`config.mk`:
```
export PLATFORM = sky130hd
export DESIGN_NAME = ram_8x8_flat
export DESIGN_NICKNAME = d
export VERILOG_FILES = /design/src/rtl/ram_8x8_if.sv /design/src/rtl/ram_8x8.sv /design/src/flat_wrapper.sv
export SDC_FILE = /design/constraint.sdc
export NUM_CORES = 1
export LEC_CHECK = 0
export CAP_MARGIN = 20
export CELL_PAD_IN_SITES_DETAIL_PLACEMENT = 1
export CELL_PAD_IN_SITES_GLOBAL_PLACEMENT = 1
export CORE_AREA = 5 5 90 92
export DETAILED_ROUTE_END_ITERATION = 8
export DIE_AREA = 0 0 95 97
export MAX_ROUTING_LAYER = met4
export PLACE_DENSITY_LB_ADDON = 0.1
export REMOVE_ABC_BUFFERS = 1
export SLEW_MARGIN = 20
export SYNTH_ARGS = -nofsm -noshare
export SYNTH_HDL_FRONTEND = slang
export SYNTH_SLANG_ARGS = --single-unit
```
`constraint.sdc`:
```
create_clock -name clk -period 2.3 [get_ports clk]
set_input_delay 0.46 -clock clk [delete_from_list [all_inputs] [get_ports clk]]
set_output_delay 0.46 -clock clk [all_outputs]
set_load 0.03 [all_outputs]
```
`src/rtl/ram_8x8_if.sv`:
```
// Bus interface for the ram_8x8 single-port RAM: write select, shared address,
// write data and registered read data.
interface ram_8x8_if #(
    parameter int DATA_WIDTH = 8,
    parameter int ADDR_WIDTH = 3
);
    logic                  wr;
    logic [ADDR_WIDTH-1:0] addr;
    logic [DATA_WIDTH-1:0] din;
    logic [DATA_WIDTH-1:0] dout;

    modport master (
        output wr,
        output addr,
        output din,
        input  dout
    );

    modport slave (
        input  wr,
        input  addr,
        input  din,
        output dout
    );
endinterface

```
`src/rtl/ram_8x8.sv`:
```
// Single-port synchronous RAM with registered read data and synchronous clear.
// Optional macro RAM_WRITE_THROUGH_EN: a write cycle also loads din into dout.
module ram_8x8 #(
    parameter int DATA_WIDTH = 8,
    parameter int ADDR_WIDTH = 3,
    parameter int DEPTH      = 8
) (
    input  logic       clk,
    input  logic       rst_n,
    ram_8x8_if.slave   bus
);
    logic [DATA_WIDTH-1:0] mem_r [DEPTH];
    logic [DATA_WIDTH-1:0] dout_r;

    // Memory array: reset clears every word in one edge, otherwise write on wr.
    always_ff @(posedge clk) begin
        if (!rst_n) begin
            for (int i = 0; i < DEPTH; i++) begin
                mem_r[i] <= {DATA_WIDTH{1'b0}};
            end
        end else if (bus.wr) begin
            mem_r[bus.addr] <= bus.din;
        end else begin
            mem_r <= mem_r;
        end
    end

    // Read data register: loads on read cycles, write cycles hold or pass din.
    always_ff @(posedge clk) begin
        if (!rst_n) begin
            dout_r <= {DATA_WIDTH{1'b0}};
        end else if (bus.wr) begin
`ifdef RAM_WRITE_THROUGH_EN
            dout_r <= bus.din;
`else
            dout_r <= dout_r;
`endif
        end else begin
            dout_r <= mem_r[bus.addr];
        end
    end

    assign bus.dout = dout_r;
endmodule

```
`src/flat_wrapper.sv`:
```
// flat-port wrapper written by rule: the top's interface ports become plain ports
module ram_8x8_flat 
#(
    parameter int DATA_WIDTH = 8,
    parameter int ADDR_WIDTH = 3,
    parameter int DEPTH      = 8
)
  (clk, rst_n, bus_wr, bus_addr, bus_din, bus_dout);
  ram_8x8_if #(.DATA_WIDTH(DATA_WIDTH), .ADDR_WIDTH(ADDR_WIDTH)) bus_i ();
  input  logic clk;
  input  logic rst_n;
  input wire logic [$bits(bus_i.wr)-1:0] bus_wr;
  input wire logic [$bits(bus_i.addr)-1:0] bus_addr;
  input wire logic [$bits(bus_i.din)-1:0] bus_din;
  output wire logic [$bits(bus_i.dout)-1:0] bus_dout;
  assign bus_i.wr = bus_wr;
  assign bus_i.addr = bus_addr;
  assign bus_i.din = bus_din;
  assign bus_dout = bus_i.dout;
  ram_8x8 #(.DATA_WIDTH(DATA_WIDTH), .ADDR_WIDTH(ADDR_WIDTH), .DEPTH(DEPTH)) u_core (.clk(clk), .rst_n(rst_n), .bus(bus_i));
endmodule
```
* Yosys cells after proc, flatten, opt, wreduce, memory -nomap -nowiden
Cells that the tools add are included.
** Word-level totals
- Bits in registers :: 72
- Bits of input ports :: 14
- Output and inout bits :: 8
- Word-level logic and storage cells :: 19
** Operators by class
- Order comparisons :: 2
- Muxes and demuxes :: 6
- Bitwise gates (word level) :: 1
- Reduce and logical (&&, ||, !) cells :: 1
** Operators by type and width (number)
- $bwmux W64 :: 1
- $bmux W8 S3 :: 1
- $demux W8 S3 :: 1
- $mux W8 :: 3
- $ge A4 B4 Y1 const B :: 1
- $lt A4 B1 Y1 const B :: 1
- $not A3 Y4 :: 1
- $logic_and A1 B1 Y1 :: 1

* Longest topological paths before layout
Gate-level depths: netlist of the first run.
- Word-level depth :: 6
- Mapped depth :: 6

* Worst setup path before layout of the first run
No wires, ideal clock.
- Kind :: input to register
- From :: in bus_addr[0]
- To :: reg u_core.dout_r[0] (netlist: u_core.bus.dout[0])
- Library setup time :: 0.130 ns
- Arrival time :: 1.407 ns
- Required time :: 2.170 ns
- Setup slack :: 0.763 ns
- Cell stages on the path :: 5
- Cell sequence :: buf_6 buf_8 mux4_2 mux2i_1 a21oi_1
** On the way
- Longest elaborated chain between the ends :: 4
** RTL lines
- start, declared :: line flat_wrapper.sv:13 : input wire logic [$bits(bus_i.addr)-1:0] bus_addr;
- $not A3 Y4 (implied by the code) :: line ram_8x8.sv:39 : dout_r <= mem_r[bus.addr];
- $bmux W8 S3 :: line ram_8x8.sv:39
- $mux W8 (implied by the code) (2 in series) :: line ram_8x8.sv:39
- end signal, assigned :: line ram_8x8.sv:31 : dout_r <= {DATA_WIDTH{1'b0}};
- end signal, assigned :: line ram_8x8.sv:36 : dout_r <= dout_r;
- end signal, assigned :: line ram_8x8.sv:39
- end, declared :: line ram_8x8.sv:13 : logic [DATA_WIDTH-1:0] dout_r;
No other way between the ends. The select of a mux whose other input is x is not followed.
A chain may end at the register's enable or synchronous reset.

* Worst setup path in the final report of the first run
- From :: in bus_addr[0]
- To :: reg u_core.dout_r[6] (netlist: u_core.bus.dout[6])
The elaborated chain is that of the path after synthesis.

==> results.md, run 1 <==
* Status: finished, final reports clean
* Worst Skew at 0.00649 ns
* 1st-iter DRT viols at 120
* Post-synth cell types at 38
* TritonCTS clock tree: yes
* Setup violations, final at 0
* Core area at 7140 sq um
* Via count at 2811
* Area grow syn2layout at 17.5%
* Syn_area_per_cell at 8.66 sq um
* Pwr/cell area at 684 nW/um^2
* Die area at 9220 sq um
* Clock-pin slew on the worst setup and hold paths at 0.07 ns
* Post-route cell area at 3940 sq um
* Setup TNS at 0 ns
* Hold slack final at 0.457 ns
* Final wirelength at 9.46 mm
* CP Capture Type: register
* Area fraction of the dominant cell type after synthesis at 43.0%
* Worst hold path depth at 2
* Leak at 1.36 nW
* Top-count cell post-synth: nand2_1
* Vias per cell at 5.48
* Seq pwr share at 48.0%
* Num CTS Buffers at 9
* Clock insertion delay at the later pin of the skew report at 0.36 ns
* CTS Buffer Depth at 2
* CP arrival at 2.13 ns
* Grt total ovfl at 0
* RePlAce Congestion at 0.785
* Final Max Slew Viols at 0
* Ant diodes at 0
* Routed wire per std cell at 18.4 microns
* Post-CTS setup buffers at 0
* Antenna violations before repair at 0
* Share of cells above drive strength 1 at 17.1%
* Worst setup path class: primary input to register
* CTS resizes at 0
* I/O pins at 22
* Post-synth EDFFs at 0
* Synth area leader: dfxtp_1
* Fin crit share at 81.9%
* Hold Path Class: register to register
* Post-synthesis cell area at 3350 sq um
* Num rows at 31
* RSZ-0062 raised after global routing: false
* Register-to-Register Path Depth at 4
* Port Buf Inserts at 21
* Fillers at 868
* Part of the power in combinational logic at 10.9%
* Clock power frac at 41.1%
* Post-Syn Instances at 387
* Max Cap Viol at 0
* Switch share at 25.4%
* Fmax at 531 MHz
* Slew margin rel. at 69.3%
* Seq/Total Area, Yosys at 43.0%
* Initial Utilization at 47.0%
* Cell Int Power at 2.01 mW
* #FFs+latches synth at 72
* Largest net degree at the start of global routing at 38
* Die Y at 97 microns
* Startpoint types: primary input
* Die Wd at 95 microns
* Crit path time final at 1.88 ns
* Peak VDD IR at 0.390 mV
* Detailed-placement wirelength estimate at 6.59 mm
* Vias in the first global route at 2977
* Placement Setup Slack at 0.0666 ns
* Post-DRT Antenna Nets at 0
* Yosys warnings at 0
* Drt drc at 0
* Asr flop ratio synth at 0%
* Storage element area at 1440 sq um
* Final #Nets at 423
* Multi-input logic area at 1760 sq um
* First-pass DRT Iterations at 4
* DP Area at 3720 sq um
* Endpoints failing hold at 0
* Total track usage at 23.0%
* Top post-synthesis cells by area: dfxtp_1 (43%), nand2_1 (15%), a21boi_0 (13%)
* Clock sink total at 72
* Commonest cells in the netlist: nand2_1 (132), dfxtp_1 (72), a21boi_0 (57), clkbuf_1 (17), mux2_2 (15)
* Root Driver: clkbuf_8
* Critical Path RT at 2.54 ns
* Top_reg_cell synth: dfxtp_1
* H-tree levels at 3
* Sw Pwr at 685 uW
* First-pass GRT wire length at 15.7 mm
* CTS Hold Bufs at 0
* Crit path max fanout at 25
* Setup slack after layout at 0.417 ns
* Slew @ Worst Pin at 0.460 ns
[cells by family after synthesis]
group           synth area share (%)
buf+inv                         4.51
compound gates                  22.5
simple gates                    21.1
mux                             8.92
flops                           43.0
[metrics by stage]
stage	power [mW]	instances	utilization, %
finish	2.70	513	55.2
CTS	2.72	513	55.2
global route	2.82	513	55.2
floorplan	1.45	359	-
detailed placement	1.62	497	52.1
global placement	1.61	497	52.1
[power groups by stage]
| stage | logic (mW) | registers, mW | clock network [mW] |
|---|---|---|---|
| 2_1_floorplan | 0.111 | 1.34 | 0 |
| 3_3_place_gp | 0.288 | 1.32 | 0 |
| 3_5_place_dp | 0.295 | 1.32 | 0 |
| 4_1_cts | 0.297 | 1.30 | 1.13 |
| 5_1_grt | 0.317 | 1.30 | 1.20 |
| 6_report | 0.294 | 1.30 | 1.11 |
[cell usage in the layout, fill, tap and decap left out, drive strengths merged]
cell type	instances
o2111ai	1
nand3b	1
mux4	2
o221a	3
a21boi	64
a21o	4
nand4	1
buf	19
clkdlybuf4s50	20
a21oi	11
clkbuf	9
dfxtp	72
clkinvlp	3
bufinv	2
nor3	2
mux2	18
clkinv	2
mux2i	4
a221oi	6
o21ai	7
nand2b	4
nand3	5
nand2	133
inv	1
nor2	9
a22oi	7
nor2b	4
[final timing paths]
| check | start | end | slack (ns) |
|---|---|---|---|
| worst max-delay path | bus_addr[0] | u_core.bus.dout[6]$_SDFFE_PN0N_ | 0.42 |
| worst min register to register | u_core.mem_r[39]$_SDFFE_PN0P_ | u_core.mem_r[39]$_SDFFE_PN0P_ | 0.46 |
| worst min-delay path | u_core.mem_r[39]$_SDFFE_PN0P_ | u_core.mem_r[39]$_SDFFE_PN0P_ | 0.46 |
| worst max register to register | u_core.mem_r[38]$_SDFFE_PN0P_ | u_core.bus.dout[6]$_SDFFE_PN0N_ | 1.03 |
[flip-flops by register name (all words and copies together) (netlist names)]
| name | cells |
|---|---|
| u_core.bus.dout | 8 |
| u_core.mem_r | 64 |
[layer usage]
metal / share of wire (%) / GRT usage (%) / routed length, microns
met1: 46 / 28.9 / 4380
met2: 49 / 36.4 / 4590
met3: 3.1 / 3.96 / 290
met4: 2.1 / 8.99 / 195
met5: 0 / - / 0
[layout make-up]
class / instances / share of cell area (%)
flip-flops and latches: 72 / 36.6
well taps: 99 / 3.14
inverters: 1 / 0.0953
repair buffers: 39 / 9.91
multi-input cells: 286 / 44.7
clock buffers: 9 / 3.14
clock inverters: 7 / 2.45
[worst max-delay path, cell delays in order]
cell and delay [ns]:
clkdlybuf4s50_1 0.51, buf_12 0.20, mux2_2 0.36, a221oi_1 0.33, a21o_1 0.18, a21oi_1 0.07
Power figures use the tool's default switching activity.
==> run 2: changes to the inputs <==
--- a/config.mk
+++ b/config.mk
@@ -8,9 +8,9 @@
 export CAP_MARGIN = 20
 export CELL_PAD_IN_SITES_DETAIL_PLACEMENT = 1
 export CELL_PAD_IN_SITES_GLOBAL_PLACEMENT = 1
-export CORE_AREA = 5 5 90 92
+export CORE_AREA = 5 5 93 95
 export DETAILED_ROUTE_END_ITERATION = 8
-export DIE_AREA = 0 0 95 97
+export DIE_AREA = 0 0 98 100
 export MAX_ROUTING_LAYER = met4
 export PLACE_DENSITY_LB_ADDON = 0.1
 export REMOVE_ABC_BUFFERS = 1
==> constraint.sdc (replaced) <==
create_clock -name clk -period 1.9 [get_ports clk]
set_input_delay 0.38 -clock clk [delete_from_list [all_inputs] [get_ports clk]]
set_output_delay 0.38 -clock clk [all_outputs]
set_load 0.03 [all_outputs]
==> run 2 against run 1 <==
Effect of this change:
- core utilization fell by 1.1 points
- sequential cell count did not move
- design area rose by 5.0%
- critical path type is now register to primary output
- sequential power rose by 21%
- sequential share of layout area fell by 1.7 points
==> results.md, run 2 (same netlist as run 1, synthesis figures left out) <==
* Status: finished, final reports clean
* H-tree levels at 3
* Die Y at 100 microns
* RR Startpoint: u_core.mem_r[44]$_SDFFE_PN0P_
* Area grow syn2layout at 23.3%
* Hold Path Class: primary input to register
* Via count at 2944
* Reg2reg setup slack at 0.61 ns
* Fin crit share at 94.7%
* Antenna violations before repair at 0
* Total track usage at 22.8%
* Num rows at 32
* Clock sink total at 72
* Initial Utilization at 43.8%
* Port Buf Inserts at 21
* Launch point of the worst hold path: rst_n
* Vias in the first global route at 3108
* Clock-pin slew on the worst setup and hold paths at 0.07 ns
* Pwr/cell area at 720 nW/um^2
* Hold slack final at 0.435 ns
* Drt drc at 0
* Slew @ Worst Pin at 0.434 ns
* Layout Cells excl Fill at 539
* Max reg flops at 64
* Critical Path RT at 1.52 ns
* Register-to-Register Path Depth at 4
* Worst setup path class: register to primary output
* Placed insts at 526
* Setup slack after layout at 0.101 ns
* Die Wd at 98 microns
* WP buf/inv at 1
* Setup violations, final at 0
* Reg-to-reg endpoint: u_core.bus.dout[4]$_SDFFE_PN0N_
* CTS Hold Bufs at 0
* Routed wire per std cell at 19.3 microns
* First-pass GRT wire length at 16.8 mm
* Num CTS Buffers at 9
* Peak VDD IR at 0.355 mV
* RePlAce Congestion at 0.895
* Clock insertion delay at the later pin of the skew report at 0.34 ns
* CTS Buffer Depth at 2
* Root Driver: clkbuf_8
* Grt total ovfl at 0
* Commonest non-fill, non-tap cell in the layout: nand2_1
* Final #Nets at 449
* Worst Skew at 0.0104 ns
* CP max-delay cell: clkdlybuf4s50_1
* Final Max Slew Viols at 0
* 1st-iter DRT viols at 155
* Post-DRT Antenna Nets at 0
* Leak at 1.49 nW
* Met3 wire length at 422 microns
* CP arrival at 1.42 ns
* Crit path max fanout at 2
* Ant diodes at 0
* Detailed-placement wirelength estimate at 7.63 mm
* Max Cap Viol at 0
* M1 WL at 4.86 mm
* Die area at 9800 sq um
* Worst Hold Path EP: u_core.mem_r[42]$_SDFFE_PN0P_
* Critical Path Max Stage Delay at 0.70 ns
* Biggest register: u_core.mem_r
* TritonCTS clock tree: yes
* CP delay by family, top: buffers and inverters
* Worst hold path depth at 2
* Endpoints failing hold at 0
* Crit-path cells: clkdlybuf4s50_1
* Fmax at 556 MHz
* Core area at 7650 sq um
* CP Capture Type: primary output
* Post-CTS setup buffers at 0
* Highest Signal Layer: met4
* Vias per cell at 5.46
* Largest net degree at the start of global routing at 32
* Most frequent cells in the layout: nand2_1 (132), dfxtp_1 (72), a21boi_0 (57)
* Startpoint types: register
* I/O pins at 22
* CTS resizes at 0
* RSZ-0062 raised after global routing: false
* Share of cells above drive strength 1 at 21.1%
* Crit path time final at 1.80 ns
* Final core area utilization at 54.1%
* Placement Setup Slack at -0.192 ns
* Slew margin rel. at 71.0%
* CP Launch Point: u_core.bus.dout[7]$_SDFFE_PN0N_
* Final wirelength at 10.4 mm
* First-pass DRT Iterations at 4
* DR WL met2 at 4.94 mm
[run 2: final cells by class]
type,instances,area (sq um)
Clock buffer,11,131
Clock inverter,2,10.0
Multi-Input combinational cell,286,1760
Tap cell,102,128
Timing Repair Buffer,65,661
Sequential cell,72,1440
Inverter,1,3.75
Fill cell,920,3510
[run 2: metal layers]
| metal | GRT usage, % | vias to the layer above |
|---|---|---|
| li1 | - | 1411 |
| met1 | 29.0 | 1462 |
| met2 | 37.7 | 55 |
| met3 | 4.10 | 16 |
| met4 | 5.64 | 0 |
| met5 | - | - |
[run 2: worst max path at each step]
stage | end | slack, ns | cells after the start
6_report | bus_dout[7] | 0.10 | 1
5_1_grt | u_core.bus.dout[2]$_SDFFE_PN0N_ | 0.04 | 7
4_1_cts | bus_dout[7] | 0.08 | 1
3_5_place_dp | u_core.bus.dout[4]$_SDFFE_PN0N_ | -0.19 | 6
3_3_place_gp | u_core.bus.dout[4]$_SDFFE_PN0N_ | -0.13 | 6
2_1_floorplan | u_core.bus.dout[7]$_SDFFE_PN0N_ | 0.61 | 4
[run 2: power by group]
part	total (mW)	leakage (nW)	switching (mW)	internal, mW
clock network	0.999	0.0749	0.550	0.449
registers	1.57	0.584	0.0255	1.55
logic	0.407	0.830	0.219	0.187
[run 2: metrics by stage]
step           TNS (ns)  power [mW]  area, sq um
6_report              0        2.98         4140
5_1_grt               0        3.10         4140
4_1_cts               0        3.00         4140
3_5_place_dp      -5.52        2.01         3990
3_3_place_gp      -2.78        2.00         3990
2_1_floorplan         0        1.75         3210
==> RTL edit (settings of run 1) <==
The option `RAM_WRITE_THROUGH_EN` is turned on by a define.
--- a/src/rtl/ram_8x8.sv
+++ b/src/rtl/ram_8x8.sv
@@ -1,5 +1,7 @@
 // Single-port synchronous RAM with registered read data and synchronous clear.
 // Optional macro RAM_WRITE_THROUGH_EN: a write cycle also loads din into dout.
+`define RAM_WRITE_THROUGH_EN
+
 module ram_8x8 #(
     parameter int DATA_WIDTH = 8,
     parameter int ADDR_WIDTH = 3,
Formal check against the unedited RTL: not equivalent (a bounded check fails within 4 cycles, from zero or initial values and one cycle with rst_n low).
==> RTL edit against run 1 <==
- worst hold slack improved by 0.0063 ns
- routed wire length rose by 6.9%
- sequential cell count stayed put
- power increased by 2.8%
- synthesized area shrank 1.5%
- worst setup slack got worse by 0.26 ns
- final area down 1.9%
- highest routed layer unchanged
==> RTL edit: results (changes against run 1) <==
| Metric | Value |
|---|---|
| Max reg flops | `64 (unchanged)` |
| Via count | `2827 (was 2811)` |
| Root buf cell | `clkbuf_8 (unchanged)` |
| I/O Buffers | `21 (unchanged)` |
| Reg2reg path depth | `4 (unchanged)` |
| First-pass GRT wire length | `16100 um (was 15700 um)` |
| Reg2reg start | `u_core.mem_r[32] (was u_core.mem_r[38])` |
| Gpl congestion | `0.846 (was 0.785)` |
| Worst ir drop on vdd | `0.000306 V (was 0.000390 V)` |
| Most frequent cells after synthesis | `132 x nand2_1, 72 x dfxtp_1, 58 x a21boi_0 (was 132 x nand2_1, 72 x dfxtp_1, 57 x a21boi_0)` |
| Clock slew at reported path FFs | `about 0.08 ns` |
| Critical path launch point | `bus_addr[0] (unchanged)` |
| Worst Hold End | `u_core.mem_r[1] (was u_core.mem_r[39])` |
| Clock Skews | `0.00832 ns (was 0.00649 ns)` |
| Max Fanout on Critical Path | `11 (was 25)` |
| CTS buffer count | `9 (unchanged)` |
| Diodes inserted | `0 (unchanged)` |
| Post-CTS Setup Bufs | `0 (unchanged)` |
| Later-pin clock latency in the skew report | `0.36 ns (about the same)` |
| Number of synthesized flops with an enable pin | `0 (unchanged)` |
| WL final | `10100 um (was 9460 um)` |
| FMAX | `0.467 GHz (was 0.531 GHz)` |
| Hold WC Path Type | `reg -> reg (unchanged)` |
| Final HPWL from detailed placement | `6880 um (was 6590 um)` |
| WHS Path Cells | `2 (unchanged)` |
| Register-to-register setup slack | `0.97 ns (was 1.03 ns)` |
| H-tree depth | `3 (unchanged)` |
| Hold_sp | `u_core.mem_r[1] (was u_core.mem_r[39])` |
| Vias in the first global route | `2917 (was 2977)` |
| Gr usage total | `0.240 (was 0.230)` |
| Post-synthesis sequential area ratio | `0.436 (was 0.430)` |
| Yosys cell types | `31 (was 38)` |
| Max clock buf depth | `2 (unchanged)` |
| Normalized max-slew margin | `0.433 (was 0.693)` |
| Post-synth ARST share | `0 (unchanged)` |
| Drt first pass iters | `4 (unchanged)` |
| Nets | `419 (was 423)` |
| Status | `finished, final reports clean (unchanged)` |
| Critical Path AT | `2.44 ns (was 2.13 ns)` |
| DRT iter0 DRCs | `173 (was 120)` |
| Syn. warnings | `0 (unchanged)` |
| Initial antenna violation count | `0 (unchanged)` |
| Top reg by flops | `u_core.mem_r (unchanged)` |
| Post_cts resized | `0 (unchanged)` |
| Share of cells above drive strength 1 | `0.146 (was 0.171)` |
| Worst hold slack | `0.463 ns (was 0.457 ns)` |
| Largest net degree at the start of global routing | `42 (was 38)` |
| R2R Path End | `u_core.bus.dout[0] (was u_core.bus.dout[6])` |
| Synth top area cells | `dfxtp_1 44%, nand2_1 15%, a21boi_0 13% (was dfxtp_1 43%, nand2_1 15%, a21boi_0 13%)` |
| Leak Pwr | `0.00134 uW (was 0.00136 uW)` |
| Place WS | `-0.177 ns (was 0.0666 ns)` |
## RTL edit: kinds of logic after synthesis
logic type,after synthesis,share of synthesized area
AND/OR/NAND/NOR,157,0.196
AO/OA/AOI/OAI,106,0.240
flip-flops,72,0.436
buffers and inverters,30,0.0462
multiplexers,24,0.0810
## RTL edit: through the flow
stage / instance area (um^2) / power [uW] / instances
4_1_cts: 3860 / 2800 / 509
3_3_place_gp: 3630 / 1610 / 493
6_report: 3860 / 2770 / 509
5_1_grt: 3860 / 2870 / 509
3_5_place_dp: 3630 / 1620 / 493
2_1_floorplan: 3160 / 1440 / 360
## RTL edit: worst max-delay path, stage by stage
cell and delay (ns):
clkdlybuf4s50_1 0.50, buf_4 0.20, nor2_1 0.64, a22oi_1 0.24
a21oi_1 0.20, o221a_2 0.20
## RTL edit: report_power, final
part	leakage (uW)	internal, uW	switching [uW]
Clock	0.000113	673	509
Combinational	0.000640	118	174
Sequential	0.000584	1280	19.3
Total	0.00134	2070	703
## RTL edit: how the worst max path moves through the flow
stage                         end  cells after the start
6_report       u_core.bus.dout[2]                      6
5_1_grt        u_core.bus.dout[1]                      6
4_1_cts        u_core.bus.dout[2]                      6
3_5_place_dp   u_core.bus.dout[1]                      6
3_3_place_gp   u_core.bus.dout[1]                      6
2_1_floorplan  u_core.bus.dout[0]                      4
## RTL edit: layer usage
metal	up-vias	GRT usage	routed length, um
met4	0	0.0810	178
li1	1356	-	-
met5	-	-	0
met2	69	0.367	4830
met1	1390	0.318	4640
met3	12	0.0434	458
## RTL edit: cell type report
type / count / area [um^2]
fill: 855 / 3270
multi-input combinational: 287 / 1710
sequential: 72 / 1440
timing repair buffer: 34 / 353
clock buffer: 12 / 155
tap: 99 / 124
clock inverter: 4 / 76.3
inverter: 1 / 3.75
